File: src/rtl/minibus_pkg.sv
// minibus_pkg: shared minibus request/response types and arbiter state
package minibus_pkg;
  typedef struct packed {
    logic        ren;
    logic        wen;
    logic [31:0] addr;
    logic [31:0] wdata;
    logic [3:0]  wstrb;
  } minibus_req_pack;
  typedef struct packed {
    logic        ready;
    logic        error;
    logic [31:0] rdata;
  } minibus_res_pack;
  typedef enum logic {IDLE, BUSY} minibus_arb_state_e;
  function automatic logic req_active(input minibus_req_pack r);
    return r.ren | r.wen;
  endfunction
endpackage

File: src/rtl/minibus_rr_picker.sv
// minibus_rr_picker: first requester at or after ptr, wrapping modulo N
module minibus_rr_picker #(
  parameter int N  = 4,
  parameter int IW = $clog2(N)
) (
  input  logic [N-1:0]  req,
  input  logic [IW-1:0] ptr,
  output logic [IW-1:0] grant,
  output logic          any
);
  logic [IW-1:0] idx;
  // Walk offsets from farthest to nearest so the nearest requester wins last
  always_comb begin
    grant = '0;
    idx   = '0;
    for (int i = N - 1; i >= 0; i--) begin
      idx = IW'((int'(ptr) + i) % N);
      if (req[idx]) grant = idx;
    end
  end
  assign any = |req;
endmodule

File: src/rtl/minibus_rr_arbiter.sv
// minibus_rr_arbiter: round-robin N-master to single-decoder minibus arbiter
module minibus_rr_arbiter
  import minibus_pkg::*;
#(
  parameter int NUM_MASTERS    = 4,
  parameter int TIMEOUT_CYCLES = 256,
  localparam int IW = $clog2(NUM_MASTERS),
  localparam int CW = $clog2(TIMEOUT_CYCLES) + 1
) (
  input  logic                               clk,
  input  logic                               nrst,
  input  minibus_req_pack [NUM_MASTERS-1:0] m_req,
  output minibus_res_pack [NUM_MASTERS-1:0] m_res,
  output minibus_req_pack                    s_req,
  input  minibus_res_pack                    s_res,
  output logic [IW-1:0]                      grant_id,
  output logic                               busy
);
  minibus_arb_state_e     state;
  logic [IW-1:0]          rr_ptr, pick, next_ptr;
  logic [CW-1:0]          cnt;
  logic [NUM_MASTERS-1:0] reqs;
  logic                   any, active, timeout;
  for (genvar g = 0; g < NUM_MASTERS; g++) begin : g_req
    assign reqs[g] = req_active(m_req[g]);
  end
  minibus_rr_picker #(.N(NUM_MASTERS)) u_picker (
    .req  (reqs),
    .ptr  (rr_ptr),
    .grant(pick),
    .any  (any)
  );
  assign busy     = state == BUSY;
  assign active   = reqs[grant_id];
  assign next_ptr = int'(grant_id) == NUM_MASTERS - 1 ? '0 : grant_id + IW'(1);
  assign timeout  = TIMEOUT_CYCLES != 0 && int'(cnt) == TIMEOUT_CYCLES - 1 && !s_res.ready && active;
  // Connect the granted master to the decoder; a timeout substitutes an error reply
  always_comb begin
    s_req = busy && !timeout ? m_req[grant_id] : '0;
    m_res = '0;
    if (busy) m_res[grant_id] = timeout ? minibus_res_pack'{ready: 1'b1, error: 1'b1, rdata: 32'h0} : s_res;
  end
  // Arbitrate in IDLE; leave BUSY on ready, timeout or an abandoned request
  always_ff @(posedge clk or negedge nrst) begin
    if (!nrst) begin
      state    <= IDLE;
      rr_ptr   <= '0;
      grant_id <= '0;
      cnt      <= '0;
    end else if (!busy) begin
      if (any) begin
        state    <= BUSY;
        grant_id <= pick;
        cnt      <= '0;
      end
    end else if (s_res.ready || !active || timeout) begin
      state  <= IDLE;
      rr_ptr <= next_ptr;
    end else if (cnt != '1) begin
      cnt <= cnt + CW'(1);
    end
  end
endmodule

File: config.mk
export PLATFORM = sky130hd
export DESIGN_NAME = minibus_rr_arbiter
export DESIGN_NICKNAME = d
export VERILOG_FILES = /design/src/rtl/minibus_pkg.sv /design/src/rtl/minibus_rr_picker.sv /design/src/rtl/minibus_rr_arbiter.sv
export SDC_FILE = /design/constraint.sdc
export NUM_CORES = 1
export LEC_CHECK = 0
export ABC_CLOCK_PERIOD_IN_PS = 4900
export CAP_MARGIN = 15
export CORE_AREA = 5 5 203 205
export CTS_BUF_LIST = sky130_fd_sc_hd__clkbuf_8
export DETAILED_ROUTE_END_ITERATION = 10
export DIE_AREA = 0 0 208 210
export GPL_ROUTABILITY_DRIVEN = 0
export GPL_TIMING_DRIVEN = 0
export PLACE_DENSITY_LB_ADDON = 0.25
export SYNTH_ARGS = -nofsm -noshare
export SYNTH_HDL_FRONTEND = slang
export SYNTH_SLANG_ARGS = --single-unit
File: constraint.sdc
create_clock -name clk -period 4.9 [get_ports clk]
set_input_delay 0.98 -clock clk [delete_from_list [all_inputs] [get_ports clk]]
set_output_delay 0.98 -clock clk [all_outputs]
set_load 0.01 [all_outputs]
==> results.txt, run 1 <==
TritonCTS buffer count: 3
Port Buffers: 524
Clock Power Share: 2.3%
PwrDens: 401 mW/mm2
Reported net switching power: 1.72 mW
HP Class: flop to flop
Sequential power share: 4.6%
Clock skew: 0.00606 ns
Status: finished clean
Max-slew violations: 0
Post-route ant nets: 0
Sw Share: 42.8%
Worst Path Max Fanout: 10
Design Power: 4.03 mW
RSZ-0062 raised after global routing: true
Post-route DRC: 0
WL/cell: 19.9 um
Setup tns final: 0 ns
Fmax: 208 MHz
Leading area contributor after synthesis: mux4_2
Drt via density: 3.79
Drt first pass iters: 5
Fillers: 4237
Die width: 208 um
Period minus WS final: 4.82 ns
Largest net degree at the start of global routing: 15
Initial drt markers: 299
Post-synth cell types: 39
Ratio of cells with drive above 1 in the final layout: 11.5%
Clock root buffer master: clkbuf_8
Total grt overflow: 0
Worst-path clk slew: 0.06 ns
Worst Path Arrival: 3.84 ns
Mean area per synthesized cell: 9.76 um2
Synth-to-layout area growth: 146%
Die height: 210 um
Leakage: 3.58 nW
Site Rows: 73
Startpoint Class: input port
Mapped Cells: 419
Mapped Area: 0.00409 mm2
Hold_buf cts: 0
Ports: 525
Critical path type: input port to primary output
TritonCTS clock tree: built
Max Cap Violations: 0
GRT Resource Usage Total: 12.3%
Worst vdd ir: 0.165 mV
Required @ worst endpoint: 3.92 ns
Post-Syn Nets: 742
Global-route wire length before repair: 40900 um
Final period util: 98.3%
Max clock buf depth: 2
Wirelength, routed: 29300 um
Yosys reg bits: 14
Vias post-DR: 5573
Vias in the first global route: 5889
Register area share after synthesis: 8.57%
Slew headroom: 31.8%
Initial Util: 10.4%
Post-synth top area share: 38.6%
Ys Warns: 0
Setup Buffers After CTS: 0
HPWL after DPL: 25900 um
Core area: 0.0393 mm2
CTS sink cnt: 14
Clock Latency Late Sink: 0.24 ns
H-tree depth: 1
Die ar.: 0.0437 mm2
Final Util: 25.6%
Worst slew pin tran: 1.02 ns
Setup violations, final: 0
Area contributors post-synth: mux4_2 39%, and2_1 20%, nor2b_1 11%, dfrtp_1 8.6%, buf_6 2.5%
Crit path capture type: primary output
P_int: 2.31 mW
Final net count: 1271
Initial antenna violation count: 2
Combinational share of power: 93.1%
Final Hold Fails: 0
-- critical path: stages --
cell and delay, ns:
clkdlybuf4s50_1 0.49, or2_1 0.30, mux4_2 0.49, buf_2 0.23
a21oi_2 0.33, buf_2 0.28, and2_1 0.18, clkdlybuf4s50_1 0.55
-- area by class of cell --
class                           count  area (um2)  area share (%)
Multi-Input combinational cell    361        3500            34.8
Sequential cell                    14         350            3.49
Antenna cell                        1        2.50          0.0249
Inverter                            4        17.5           0.174
Tap cell                          525         657            6.54
Timing Repair Buffer              524        5250            52.2
Buffer                             40         239            2.38
Clock buffer                        3        41.3           0.411
-- worst paths after layout --
check	start	endpoint	slack (ns)	depth (start not counted)
worst max-delay path	m_req[68]	m_res[74]	0.08	8
worst min-delay path	cnt[4]	cnt[4]	0.53	1
worst max register to register	cnt[0]	cnt[3]	1.93	9
worst min register to register	cnt[4]	cnt[4]	0.53	1
max in group asynchronous	nrst	grant_id[0]	3.33	1
min in group asynchronous	nrst	busy	1.14	1
-- synth_stat cells, drive strengths merged --
library cell and instances:
and2 128, inv 4, a21boi 1, nor4 3, nand2 13, or2 4, buf 25, o21a 2
mux4 72, nor4b 1, and3 5, ha 7, or4 2, a21o 1, nand3 4, clkbuf 15
o31ai 6, mux2 2, nor2 16, dfrtp 14, a211oi 1, o211ai 3, a311o 2, a21oi 7
nand2b 1, o21ai 4, mux2i 3, o41ai 2, nor2b 71
-- routing by layer --
metal / share of wire [%] / global-route usage, % / vias up
met5: 0.044 / 0 / -
met4: 0.64 / 1.29 / 2
met3: 6.6 / 2.68 / 10
met2: 52 / 22.7 / 286
met1: 41 / 15.1 / 2696
li1: - / - / 2579
-- flip-flops by register name (all words and copies together), names as in the netlist --
register,flops
busy,1
cnt,9
grant_id,2
rr_ptr,2
-- cells in the final DEF, fill, tap and decap left out, types with 3 or more instances in the layout --
master and instances:
nand3_1 4, ha_1 7, nor2b_1 68, a21oi_2 3
buf_6 9, and3_1 5, dfrtp_1 14, or2_1 4
buf_2 14, nand2_1 13, o211ai_1 3, nor2_1 16
nor2b_2 3, clkbuf_8 3, clkbuf_1 15, nor4_1 3
a21oi_1 3, mux4_2 70, o31ai_1 5, and2_1 128
clkdlybuf4s50_1 523, mux2i_1 3
-- power by group through the flow --
stage / Clock, mW / Sequential, mW / Combinational (mW)
floorplan: 0 / 0.183 / 1.86
global placement: 0 / 0.188 / 3.84
detailed placement: 0 / 0.190 / 3.81
CTS: 0.0953 / 0.187 / 3.83
global route: 0.101 / 0.193 / 4.02
finish: 0.0917 / 0.186 / 3.76
-- stage by stage --
step           area (um2)  worst slack, ns  hold WS (ns)  instances
2_1_floorplan        4090             1.47         0.451        419
6_report            10100           0.0825         0.533       1472
5_1_grt             10000          -0.0260         0.529       1471
3_5_place_dp         9990           0.0199         0.508       1468
3_3_place_gp         9990           0.0252         0.502       1468
4_1_cts             10000           0.0179         0.522       1471
-- what timing repair did --
item,CTS,global route
endpoints found under the hold margin,0,0
endpoints found under the setup margin,0,29
resized for setup,0,5
-- kinds of logic (layout without fill, tap and decap cells) --
group	count (synthesis)	after routing	share of synthesized area, %
muxes	77	77	41.1
buffers and inverters	44	571	6.27
DFF	14	14	8.57
and+or+nand+nor	248	248	36.2
other	0	1	0
adders and majority gates	7	7	2.14
AOI/OAI and AO/OA	29	29	5.69
Power figures use the tool's default switching activity.
==> inputs of run 2 (changes only) <==
--- a/config.mk
+++ b/config.mk
@@ -13,7 +13,7 @@
 export DIE_AREA = 0 0 208 210
 export GPL_ROUTABILITY_DRIVEN = 0
 export GPL_TIMING_DRIVEN = 0
-export PLACE_DENSITY_LB_ADDON = 0.25
+export PLACE_DENSITY_LB_ADDON = 0.1
 export SYNTH_ARGS = -nofsm -noshare
 export SYNTH_HDL_FRONTEND = slang
 export SYNTH_SLANG_ARGS = --single-unit
==> results.txt, run 2 (synthesized netlist as in run 1, its figures left out) <==
Status: finished clean
Largest net degree at the start of global routing: 15 (unchanged)
Ratio of cells with drive above 1 in the final layout: 11.3% (-0.22 points)
Max Cap Violations: 0 (unchanged)
Post-Layout Cell Count: 1474 (+0.14%)
Worst Path Max Fanout: 10 (unchanged)
Post-route DRC: 0 (unchanged)
Worst slew pin tran: 1.02 ns (-0.00429 ns)
Initial antenna violation count: 2 (unchanged)
GRT Resource Usage Total: 12.8% (+0.50 points)
Fmax: 213 MHz (+2.6%)
H-tree depth: 1 (unchanged)
Port Buffers: 524 (unchanged)
TritonCTS buffer count: 3 (unchanged)
Drt via density: 3.74 (-1.3%)
Worst-path clk slew: 0.06 ns (about the same)
Cell Area, Placed: 0.00999 mm2 (unchanged)
Sw Share: 42.4% (-0.37 points)
Final Util: 25.6% (about the same)
WL/cell: 20.5 um (+2.7%)
Final Hold Fails: 0 (unchanged)
Required @ worst endpoint: 3.92 ns (about the same)
Wirelength, routed: 30200 um (+2.8%)
Clock root buffer master: clkbuf_8
Clock Latency Late Sink: 0.24 ns (about the same)
CTS sink cnt: 14 (unchanged)
Leakage: 3.57 nW (-0.30%)
RSZ-0062 raised after global routing: false
Initial drt markers: 178 (-40%)
Pre-CTS setup slack: 0.0987 ns (+0.0788 ns)
Startpoint Class: input port
Sequential power share: 4.6% (about the same)
Design Power: 4.03 mW (-0.19%)
Drt first pass iters: 4 (-1)
Setup violations, final: 0 (unchanged)
P_int: 2.32 mW (+0.46%)
CP max stage cell: clkdlybuf4s50_1
HP Class: flop to flop
Ports: 525 (unchanged)
Final WS setup: 0.206 ns (+0.124 ns)
Max incr delay on CP: 0.59 ns (+0.04 ns)
Post-route ant nets: 0 (unchanged)
Final net count: 1271 (unchanged)
Period minus WS final: 4.69 ns (-0.124 ns)
Site Rows: 73 (unchanged)
Synth-to-layout area growth: 146% (about the same)
Global-route wire length before repair: 42200 um (+3.2%)
Total grt overflow: 0 (unchanged)
Setup tns final: 0 ns (unchanged)
Worst vdd ir: 0.118 mV (-28%)
Crit path capture type: primary output
Initial Util: 10.4% (unchanged)
Combinational share of power: 92.6% (-0.5 points)
Hold_buf cts: 0 (unchanged)
Setup Buffers After CTS: 0 (unchanged)
Reported net switching power: 1.71 mW (-1.1%)
Critical path cell sequence: clkdlybuf4s50_1 > or2_1 > mux4_2 > buf_2 > a21oi_2 > buf_2 > and2_1 > clkdlybuf4s50_1
Worst Path Arrival: 3.71 ns (-0.13 ns)
Slew headroom: 32.1% (+0.29 points)
Largest regs: cnt (9), grant_id (2), rr_ptr (2)
Max reg flops: 9 (unchanged)
Commonest non-fill, non-tap cell in the layout: clkdlybuf4s50_1
PwrDens: 401 mW/mm2 (-0.17%)
HPWL after DPL: 27300 um (+5.3%)
Fillers: 4241 (+0.094%)
Vias in the first global route: 5955 (+1.1%)
Placed insts: 1468 (unchanged)
Max clock buf depth: 2 (unchanged)
Die ar.: 0.0437 mm2 (unchanged)
Vias post-DR: 5508 (-1.2%)
Top reg by flops: cnt
Final period util: 95.8% (-2.5 points)
Finished Cell Area: 0.0100 mm2 (about the same)
Commonest non-fill, non-tap cells in the layout: 524 x clkdlybuf4s50_1, 128 x and2_1, 71 x nor2b_1
Hold_ws: 0.513 ns (-0.0206 ns)
Clock Power Share: 2.8% (+0.5 points)
CTS resizes: 0 (unchanged)
Clock skew: 0.00137 ns (-0.00469 ns)
Max-slew violations: 0 (unchanged)
TritonCTS clock tree: built
Critical path type: input port to primary output
Die height: 210 um (unchanged)
Die width: 208 um (unchanged)
Core area: 0.0393 mm2 (unchanged)
## run 2: worst paths after layout
path	cells past startpoint	slack (ns)	start	end
worst max-delay path	8	0.21	m_req[68]	m_res[77]
worst min-delay path	1	0.51	cnt[4]	cnt[4]
worst max register to register	9	1.92	cnt[0]	cnt[7]
worst min register to register	1	0.51	cnt[4]	cnt[4]
max in group asynchronous	1	3.33	nrst	busy
min in group asynchronous	1	1.14	nrst	cnt[0]
## run 2: power by group through the flow
stage / combinational, mW / clock (mW) / sequential, mW
6_report: 3.73 / 0.114 / 0.185
5_1_grt: 4.02 / 0.124 / 0.192
4_1_cts: 3.83 / 0.118 / 0.185
3_5_place_dp: 3.82 / 0 / 0.187
3_3_place_gp: 3.88 / 0 / 0.189
2_1_floorplan: 1.86 / 0 / 0.183
## run 2: cell type report
type	count	area [um2]	area share, %
timing repair buffer	524	5250	52.2
inverter	4	17.5	0.174
tap	525	657	6.54
multi-input combinational	361	3480	34.6
clock buffer	4	55.1	0.548
buffer	40	239	2.38
antenna	2	5.00	0.0498
sequential	14	350	3.49
## run 2: worst max-delay path, delay by kind of cell
family	cells	cell delay [ns]
buffers and inverters	4	1.54
AO/OA/AOI/OAI	1	0.29
multiplexers	1	0.47
AND/OR/NAND/NOR	2	0.43
## run 2: layer usage
metal,vias to the layer above,part of all wire [%],GRT usage (%)
met1,2581,36,13.6
li1,2579,-,-
met2,330,53,24.5
met5,-,0,0
met4,0,1.3,2.49
met3,18,9.2,4.35
==> inputs of run 3 (changes only) <==
--- a/config.mk
+++ b/config.mk
@@ -6,7 +6,6 @@
 export NUM_CORES = 1
 export LEC_CHECK = 0
 export ABC_CLOCK_PERIOD_IN_PS = 4900
-export CAP_MARGIN = 15
 export CORE_AREA = 5 5 203 205
 export CTS_BUF_LIST = sky130_fd_sc_hd__clkbuf_8
 export DETAILED_ROUTE_END_ITERATION = 10
==> results of run 3 <==
Final layout, timing and power as in run 2 (identical DEF).
